File: src/rtl/alu_pkg.sv
// ---------------------------------------------------------------------------
// alu_pkg
// Shared definitions for the execute-stage ALU and the ALU control decoder:
// the 4-bit ALU operation codes and the FSM state encoding of alu_exec_seq.
// ---------------------------------------------------------------------------
package alu_pkg;

    localparam logic [3:0] OP_AND  = 4'd0;
    localparam logic [3:0] OP_OR   = 4'd1;
    localparam logic [3:0] OP_ADD  = 4'd2;
    localparam logic [3:0] OP_SLL  = 4'd3;
    localparam logic [3:0] OP_SRL  = 4'd4;
    localparam logic [3:0] OP_SUB  = 4'd5;
    localparam logic [3:0] OP_SLT  = 4'd7;
    localparam logic [3:0] OP_NOR  = 4'd12;
    localparam logic [3:0] OP_MULT = 4'd14;

    typedef enum logic {
        IDLE = 1'b0,
        MUL  = 1'b1
    } state_t;

endpackage

File: src/rtl/alu_mult_seq.sv
// ---------------------------------------------------------------------------
// alu_mult_seq
// Sequential signed radix-2 shift-add multiplier. Operand magnitudes are
// multiplied unsigned over DATA_W steps; the sign is applied on the final
// step, so the most-negative operand is handled without overflow.
//
// Ports
//   clk, arst   clock, asynchronous active-high reset
//   start       latch a/b and begin (ignored while flush is high)
//   a, b        signed operands, sampled only on start
//   flush       abort any multiplication in progress
//   busy        multiplication in progress
//   done        high during the final step; product is valid this cycle and
//               the caller registers it on the same edge
//   product     signed 2*DATA_W product (meaningful only while done)
// ---------------------------------------------------------------------------
module alu_mult_seq
    import alu_pkg::*;
#(
    parameter int DATA_W = 32
) (
    input  logic                       clk,
    input  logic                       arst,
    input  logic                       start,
    input  logic signed [DATA_W-1:0]   a,
    input  logic signed [DATA_W-1:0]   b,
    input  logic                       flush,
    output logic                       busy,
    output logic                       done,
    output logic [2*DATA_W-1:0]        product
);

    localparam int CNT_W = $clog2(DATA_W + 1);

    logic [CNT_W-1:0]    cnt;
    logic                neg;
    logic [DATA_W-1:0]   mcand;
    logic [2*DATA_W-1:0] acc;
    logic [DATA_W:0]     sum;
    logic [2*DATA_W-1:0] acc_nxt;

    function automatic logic [DATA_W-1:0] mag(input logic signed [DATA_W-1:0] x);
        return x[DATA_W-1] ? (~x + 1'b1) : x;
    endfunction

    function automatic logic [2*DATA_W-1:0] apply_sign(input logic s,
                                                       input logic [2*DATA_W-1:0] p);
        return s ? (~p + 1'b1) : p;
    endfunction

    // acc = {partial product high half, remaining multiplier bits}; the carry
    // out of the add shifts into the top bit.
    always_comb begin
        sum     = {1'b0, acc[2*DATA_W-1:DATA_W]} + (acc[0] ? {1'b0, mcand} : '0);
        acc_nxt = {sum, acc[DATA_W-1:1]};
    end

    assign done    = busy && (cnt == CNT_W'(1));
    assign product = apply_sign(neg, acc_nxt);

    always_ff @(posedge clk or posedge arst) begin
        if (arst) begin
            busy <= 1'b0;
            cnt  <= '0;
        end else if (flush) begin
            busy <= 1'b0;
            cnt  <= '0;
        end else if (start) begin
            busy <= 1'b1;
            cnt  <= CNT_W'(DATA_W);
        end else if (busy) begin
            cnt <= cnt - 1'b1;
            if (cnt == CNT_W'(1)) busy <= 1'b0;
        end
    end

    // Datapath registers carry no reset; they are only observed while busy.
    always_ff @(posedge clk) begin
        if (start && !flush) begin
            mcand <= mag(a);
            acc   <= {{DATA_W{1'b0}}, mag(b)};
            neg   <= a[DATA_W-1] ^ b[DATA_W-1];
        end else if (busy) begin
            acc <= acc_nxt;
        end
    end

endmodule

File: src/rtl/alu_exec_seq.sv
// ---------------------------------------------------------------------------
// alu_exec_seq
// Execute-stage ALU. Single-cycle ops produce a registered result one cycle
// after acceptance (1 op/cycle). MULT (only when ALU_MULT_EN is defined)
// runs on alu_mult_seq and holds in_ready low until the product is out.
// Without ALU_MULT_EN, code 14 behaves as an undefined op, in_ready is
// constant 1 and prod_hi is constant 0.
//
// Ports
//   clk, arst   clock, asynchronous active-high reset
//   in_valid    op/operands valid; transfer on in_valid & in_ready
//   in_ready    block can accept (FSM in IDLE)
//   alu_ctrl    4-bit op code (see alu_pkg)
//   op_a, op_b  operands; shamt shifts op_b for SLL/SRL
//   flush       synchronous abort; wins over in_valid, outputs hold
//   out_valid   one-cycle pulse when result/zero/prod_hi are updated
//   result      result (low half of product for MULT)
//   prod_hi     high half of MULT product, 0 for other ops
//   zero        result == 0
// ---------------------------------------------------------------------------
module alu_exec_seq
    import alu_pkg::*;
#(
    parameter int DATA_W = 32
) (
    input  logic                     clk,
    input  logic                     arst,
    input  logic                     in_valid,
    output logic                     in_ready,
    input  logic [3:0]               alu_ctrl,
    input  logic signed [DATA_W-1:0] op_a,
    input  logic signed [DATA_W-1:0] op_b,
    input  logic [4:0]               shamt,
    input  logic                     flush,
    output logic                     out_valid,
    output logic [DATA_W-1:0]        result,
    output logic [DATA_W-1:0]        prod_hi,
    output logic                     zero
);

    logic              accept;
    logic              wr_en;
    logic [DATA_W-1:0] wr_lo;
    logic [DATA_W-1:0] alu_res_p0;

    function automatic logic [DATA_W-1:0] alu_op(input logic [3:0] ctrl,
                                                 input logic signed [DATA_W-1:0] a,
                                                 input logic signed [DATA_W-1:0] b,
                                                 input logic [4:0] sh);
        case (ctrl)
            OP_AND:  return a & b;
            OP_OR:   return a | b;
            OP_ADD:  return a + b;
            OP_SUB:  return a - b;
            OP_SLT:  return (a < b) ? DATA_W'(1) : '0;
            OP_SLL:  return b << sh;
            OP_SRL:  return b >> sh;
            OP_NOR:  return ~(a | b);
            default: return '0;
        endcase
    endfunction

    assign accept     = in_valid && in_ready && !flush;
    assign alu_res_p0 = alu_op(alu_ctrl, op_a, op_b, shamt);

`ifdef ALU_MULT_EN
    state_t              state;
    state_t              state_nxt;
    logic                mul_start;
    logic                mul_busy;
    logic                mul_done;
    logic [2*DATA_W-1:0] mul_prod;
    logic [DATA_W-1:0]   wr_hi;
    logic [DATA_W-1:0]   prod_hi_q;

    assign in_ready  = (state == IDLE);
    assign mul_start = accept && (alu_ctrl == OP_MULT);

    always_ff @(posedge clk or posedge arst) begin
        if (arst) state <= IDLE;
        else      state <= state_nxt;
    end

    always_comb begin
        state_nxt = state;
        case (state)
            IDLE:    if (mul_start) state_nxt = MUL;
            MUL:     if (flush || mul_done || !mul_busy) state_nxt = IDLE;
            default: state_nxt = IDLE;
        endcase
    end

    alu_mult_seq #(.DATA_W(DATA_W)) u_mult (
        .clk     (clk),
        .arst    (arst),
        .start   (mul_start),
        .a       (op_a),
        .b       (op_b),
        .flush   (flush),
        .busy    (mul_busy),
        .done    (mul_done),
        .product (mul_prod)
    );

    // Accept (IDLE only) and mul_done (MUL only) are mutually exclusive.
    always_comb begin
        wr_en = 1'b0;
        wr_lo = alu_res_p0;
        wr_hi = '0;
        if (mul_done) begin
            wr_en = 1'b1;
            wr_lo = mul_prod[DATA_W-1:0];
            wr_hi = mul_prod[2*DATA_W-1:DATA_W];
        end else if (accept && (alu_ctrl != OP_MULT)) begin
            wr_en = 1'b1;
        end
    end

    always_ff @(posedge clk or posedge arst) begin
        if (arst)                prod_hi_q <= '0;
        else if (!flush && wr_en) prod_hi_q <= wr_hi;
    end

    assign prod_hi = prod_hi_q;
`else
    assign in_ready = 1'b1;
    assign wr_en    = accept;
    assign wr_lo    = alu_res_p0;
    assign prod_hi  = '0;
`endif

    // ---- output register stage ----
    always_ff @(posedge clk or posedge arst) begin
        if (arst) begin
            out_valid <= 1'b0;
            result    <= '0;
            zero      <= 1'b1;
        end else begin
            out_valid <= 1'b0;
            if (!flush && wr_en) begin
                out_valid <= 1'b1;
                result    <= wr_lo;
                zero      <= (wr_lo == '0);
            end
        end
    end

endmodule

File: config.mk
export PLATFORM = sky130hd
export DESIGN_NAME = alu_exec_seq
export DESIGN_NICKNAME = d
export VERILOG_FILES = /design/src/rtl/alu_pkg.sv /design/src/rtl/alu_mult_seq.sv /design/src/rtl/alu_exec_seq.sv
export SDC_FILE = /design/constraint.sdc
export NUM_CORES = 1
export LEC_CHECK = 0
export CAP_MARGIN = 10
export CORE_AREA = 2 2 136 204
export DETAILED_ROUTE_END_ITERATION = 10
export DIE_AREA = 0 0 138 206
export HOLD_SLACK_MARGIN = 0.12
export PLACE_DENSITY = 0.76
export SLEW_MARGIN = 0
export SYNTH_ARGS = -nofsm -noshare
export SYNTH_HDL_FRONTEND = slang
export SYNTH_SLANG_ARGS = --single-unit
File: constraint.sdc
create_clock -name clk -period 1.25 [get_ports clk]
set_input_delay 0.3125 -clock clk [delete_from_list [all_inputs] [get_ports clk]]
set_output_delay 0.3125 -clock clk [all_outputs]
set_load 0.01 [all_outputs]
==> results.cfg, run 1 <==
[die]
fp-row-count = 74
die_w_microns = 138
start_util = 0.442
die_y_microns = 206
pin_count = 144

[sta]
postGrtWorstEndpoint = zero$_DFFE_PP1P_/D
worst_endpoint_kind = register data pin

[run_status]
stop_stage = global routing
status = did not finish
tool.error = [ERROR GRT-0232] Routing congestion too high. Check the congestion heatmap in the GUI.

[synthesis]
yosysMostFrequentCell = nand2_1
netlist_area_sq_mm = 0.0119
yosysUniqueCellTypes = 99
synth-seq-cells = 34
syn_inst = 1636
async_flop_share = 1.00
yosysTopAreaCellShare = 0.106
synth_edf_count = 0
synth_area_leaders = ha_1 11%, mux2i_1 7.1%, dfrtp_1 7.0%
syn_avg_cell_area_sq_um = 7.26
synth_ff_type = dfrtp_1
yosys-top-cells-count = 152 x nand2_1, 143 x nor2_1, 117 x inv_1, 113 x a21oi_1, 101 x ha_1
ys_seq_area_frac = 0.0718
synth_warnings = 0
yosys.area.top_type = ha_1

[global_routing]
grt_max_degree = 35
gr-total-overflow = 134
track_usage = 0.613

[placement]
dpl.hpwl_mm = 55.9
io_buffers = 110
postPlaceCellArea_sq_mm = 0.0185
globalplace.congestion = 1.11

[clock_network]
cts_max_path_buffers = 2
clkSinkCount = 34
cts_made_buffers = 5
cts_htree_levels = 2
cts_root_buf = clkbuf_16
holdBufCountCts = 0
[metrics by stage]
stage | instances | setup TNS, ns | worst slack [ns]
after detailed placement | 2621 | -72.73 | -3.50
after floorplan | 1667 | -34.03 | -1.66
after CTS | 2739 | -44.49 | -1.91
after global placement | 2621 | -71.17 | -3.48
[what timing repair did]
item                       CTS
setup endpoints to repair   68
setup buffers              113
gates resized for setup    618
pin swaps                  152
gates cloned                 5
[cells by family after synthesis]
group | after synthesis | synth area share
mux | 148 | 0.166
xor+xnor | 11 | 0.00812
fa+ha+maj | 103 | 0.110
flops | 34 | 0.0718
compound gates | 536 | 0.318
simple gates | 512 | 0.211
other cells | 2 | 0.000633
buf+inv | 290 | 0.115
[per-layer routing]
metal	overflow	track usage
met5	0	0.0333
met4	59	0.700
met3	0	0.282
met1	2	0.586
met2	73	0.916
==> run 2, diff against run 1 <==
CORE_AREA = 2 2 202 204   (was 2 2 136 204)
DIE_AREA = 0 0 204 206   (was 0 0 138 206)
HOLD_SLACK_MARGIN = default   (was 0.12)
PLACE_DENSITY = default   (was 0.76)
PLACE_DENSITY_LB_ADDON = 0.15   (was default)
==> results.cfg, run 2 <==
[critical_path]
crit_required_ns = 1.45
path_class = primary input to flop
crit_family = compound AO/OA/AOI/OAI gates
critPathArrivalTime_ns = 3.31
slowest_stage = or4_4
path_cells = buf_8, buf_6, ha_4, buf_6, or4_4, o32ai_4, o311ai_4, buf_6, a311oi_4, buf_4, nor3_2, a211oi_2, o2bb2ai_2, nand4_1, o31ai_2
max_stage_delay_ns = 0.54
cp_max_fo = 5
cp-end-kind = flop
reg2reg_depth = 1
crit_top_cell = buf_6
r2r-end = result[13]
rr_startpoint = result[13]
timing.critical_path.buf_inv = 5
r2r_slack_ns = 0.49
cp-start-kind = primary input

[global_routing]
antenna_found_initial = 0
track_usage = 0.327
grt_pass1_wl_mm = 103
grt_pass1_vias = 16300
grt_max_degree = 35
gr-total-overflow = 0

[sta]
finalWorstSetupSlack_ns = -1.86
finalSetupViolations = 33
rsz0062_at_grt = yes
finClkSkew_ns = 0
fmax_mhz = 322
setup_tns_ns = -42.45
maxSlewViolCount = 0
slew_headroom = 0.570
fin_crit_ns = 3.11
hold_viol = 0
period_share = 2.49
fin_hold_ws_ns = 0.386
worstMarginPinSlew_ns = 0.642

[final_layout]
layout.nets = 2611
top_register = result
final_cell_mix = 662 x buf_4, 136 x nand2_1, 127 x buf_6, 107 x nor2_1, 77 x inv_1
layout-drive-gt1-share = 0.579
top_regs = result: 32 flops, out_valid: 1 flops, zero: 1 flops
final_common_cell = buf_4
largest_register_ffs = 32
fin_area_sq_mm = 0.0228
nFillCells = 3726
area_delta_synth_final_pct = 91.7

[die]
die-area_sq_mm = 0.0420
start_util = 0.295
die_w_microns = 204
fp-row-count = 74
coreArea_sq_mm = 0.0402
die_y_microns = 206
pin_count = 144

[power_and_ir_drop]
total_power_mw = 13.3
peakVddDrop_v = 0.000365
cellPowerDensity_mw_per_mm2 = 583
p_leak_nw = 10.1

[run_status]
status = finished, violations left
violations = setup timing

[run]
cap_violations = 0

[synthesis]
synth_area_leaders = ha_1 11%, mux2i_1 7.1%, dfrtp_1 7.0%
synth_warnings = 0
yosysUniqueCellTypes = 99
async_flop_share = 1.00
syn_avg_cell_area_sq_um = 7.26
yosysTopAreaCellShare = 0.106
yosys-top-cells-count = 152 x nand2_1, 143 x nor2_1, 117 x inv_1, 113 x a21oi_1, 101 x ha_1
ys_seq_area_frac = 0.0718
synth_edf_count = 0
syn_inst = 1636
yosysMostFrequentCell = nand2_1
synth_ff_type = dfrtp_1
yosys.area.top_type = ha_1
netlist_area_sq_mm = 0.0119
synth-seq-cells = 34

[clock_network]
clock_latency_ns = 0.28
cts_root_buf = clkbuf_16
cts_htree_levels = 2
cts_made_buffers = 5
cts_tree = built
clkSinkCount = 34
cts_max_path_buffers = 2
path_clk_slew_ns = 0.05

[placement]
io_buffers = 110
postPlaceCellArea_sq_mm = 0.0188
globalplace.congestion = 1.04
dpl.hpwl_mm = 57.4

[drt]
vias_per_cell = 5.58
drtIter0Drc = 1353
via_count = 16500
firstDrtPassIters = 6
drcViolationCount = 0
drt-total-wl_mm = 71.5
wl_per_cell_microns = 24.1
detail-route-antenna-nets = 0

[hold_path]
min_path_type = primary input to async pin
==> run 2: cell counts after synthesis <==
Identical to the previous run, type by type.
==> run 2: final cells by class <==
| cell class | count | area, sq um | area share |
|---|---|---|---|
| Sequential cell | 34 | 852 | 0.0374 |
| Clock inverter | 1 | 5.00 | 0.000220 |
| Tap cell | 532 | 666 | 0.0293 |
| Inverter | 124 | 539 | 0.0237 |
| Multi-Input combinational cell | 1343 | 12500 | 0.549 |
| Clock buffer | 7 | 143 | 0.00627 |
| Timing Repair Buffer | 923 | 8060 | 0.354 |
| Antenna cell | 1 | 2.50 | 0.000110 |
==> run 2: through the flow <==
step	instances	worst slack, ns	util
final	2965	-1.86	0.566
after global routing	2964	-1.91	0.566
after CTS	2920	-1.93	0.539
after detailed placement	2811	-3.01	0.467
after global placement	2811	-2.79	0.467
after floorplan	1667	-1.66	-
==> run 2: routing by layer <==
| metal | GRT usage | share of wire |
|---|---|---|
| met1 | 0.440 | 0.44 |
| met4 | 0.122 | 0.043 |
| met3 | 0.0211 | 0.052 |
| met5 | 0 | 0 |
| met2 | 0.550 | 0.47 |
==> run 2: what timing repair did <==
action / 4_1_cts / 5_1_grt
setup endpoints to repair: 68 / 47
pin swaps: 165 / 130
cloned: 7 / 2
gates resized for setup: 681 / 258
setup buffers: 97 / 62
hold buffers: 0 / 0
==> run 2: kinds of logic after synthesis <==
| family | Yosys count | share of synthesized area |
|---|---|---|
| other cells | 2 | 0.000633 |
| mux | 148 | 0.166 |
| fa+ha+maj | 103 | 0.110 |
| compound gates | 536 | 0.318 |
| xor+xnor | 11 | 0.00812 |
| buf+inv | 290 | 0.115 |
| simple gates | 512 | 0.211 |
| flops | 34 | 0.0718 |
==> run 2: worst max-delay path by stage <==
stage / cells past startpoint / from / endpoint
4_1_cts: 13 / op_a[5] / zero
5_1_grt: 15 / op_a[22] / zero
3_5_place_dp: 17 / op_a[0] / zero
6_report: 15 / op_a[5] / zero
3_3_place_gp: 16 / op_b[0] / zero
2_1_floorplan: 12 / op_a[0] / zero
==> run 2: power breakdown <==
group	switching, mW	leakage (nW)	total [mW]	internal, mW
clock	0.422	0.0739	1.21	0.788
sequential	0.0886	0.436	1.37	1.28
combinational	5.37	9.62	10.7	5.31
Power figures use the tool's default switching activity.
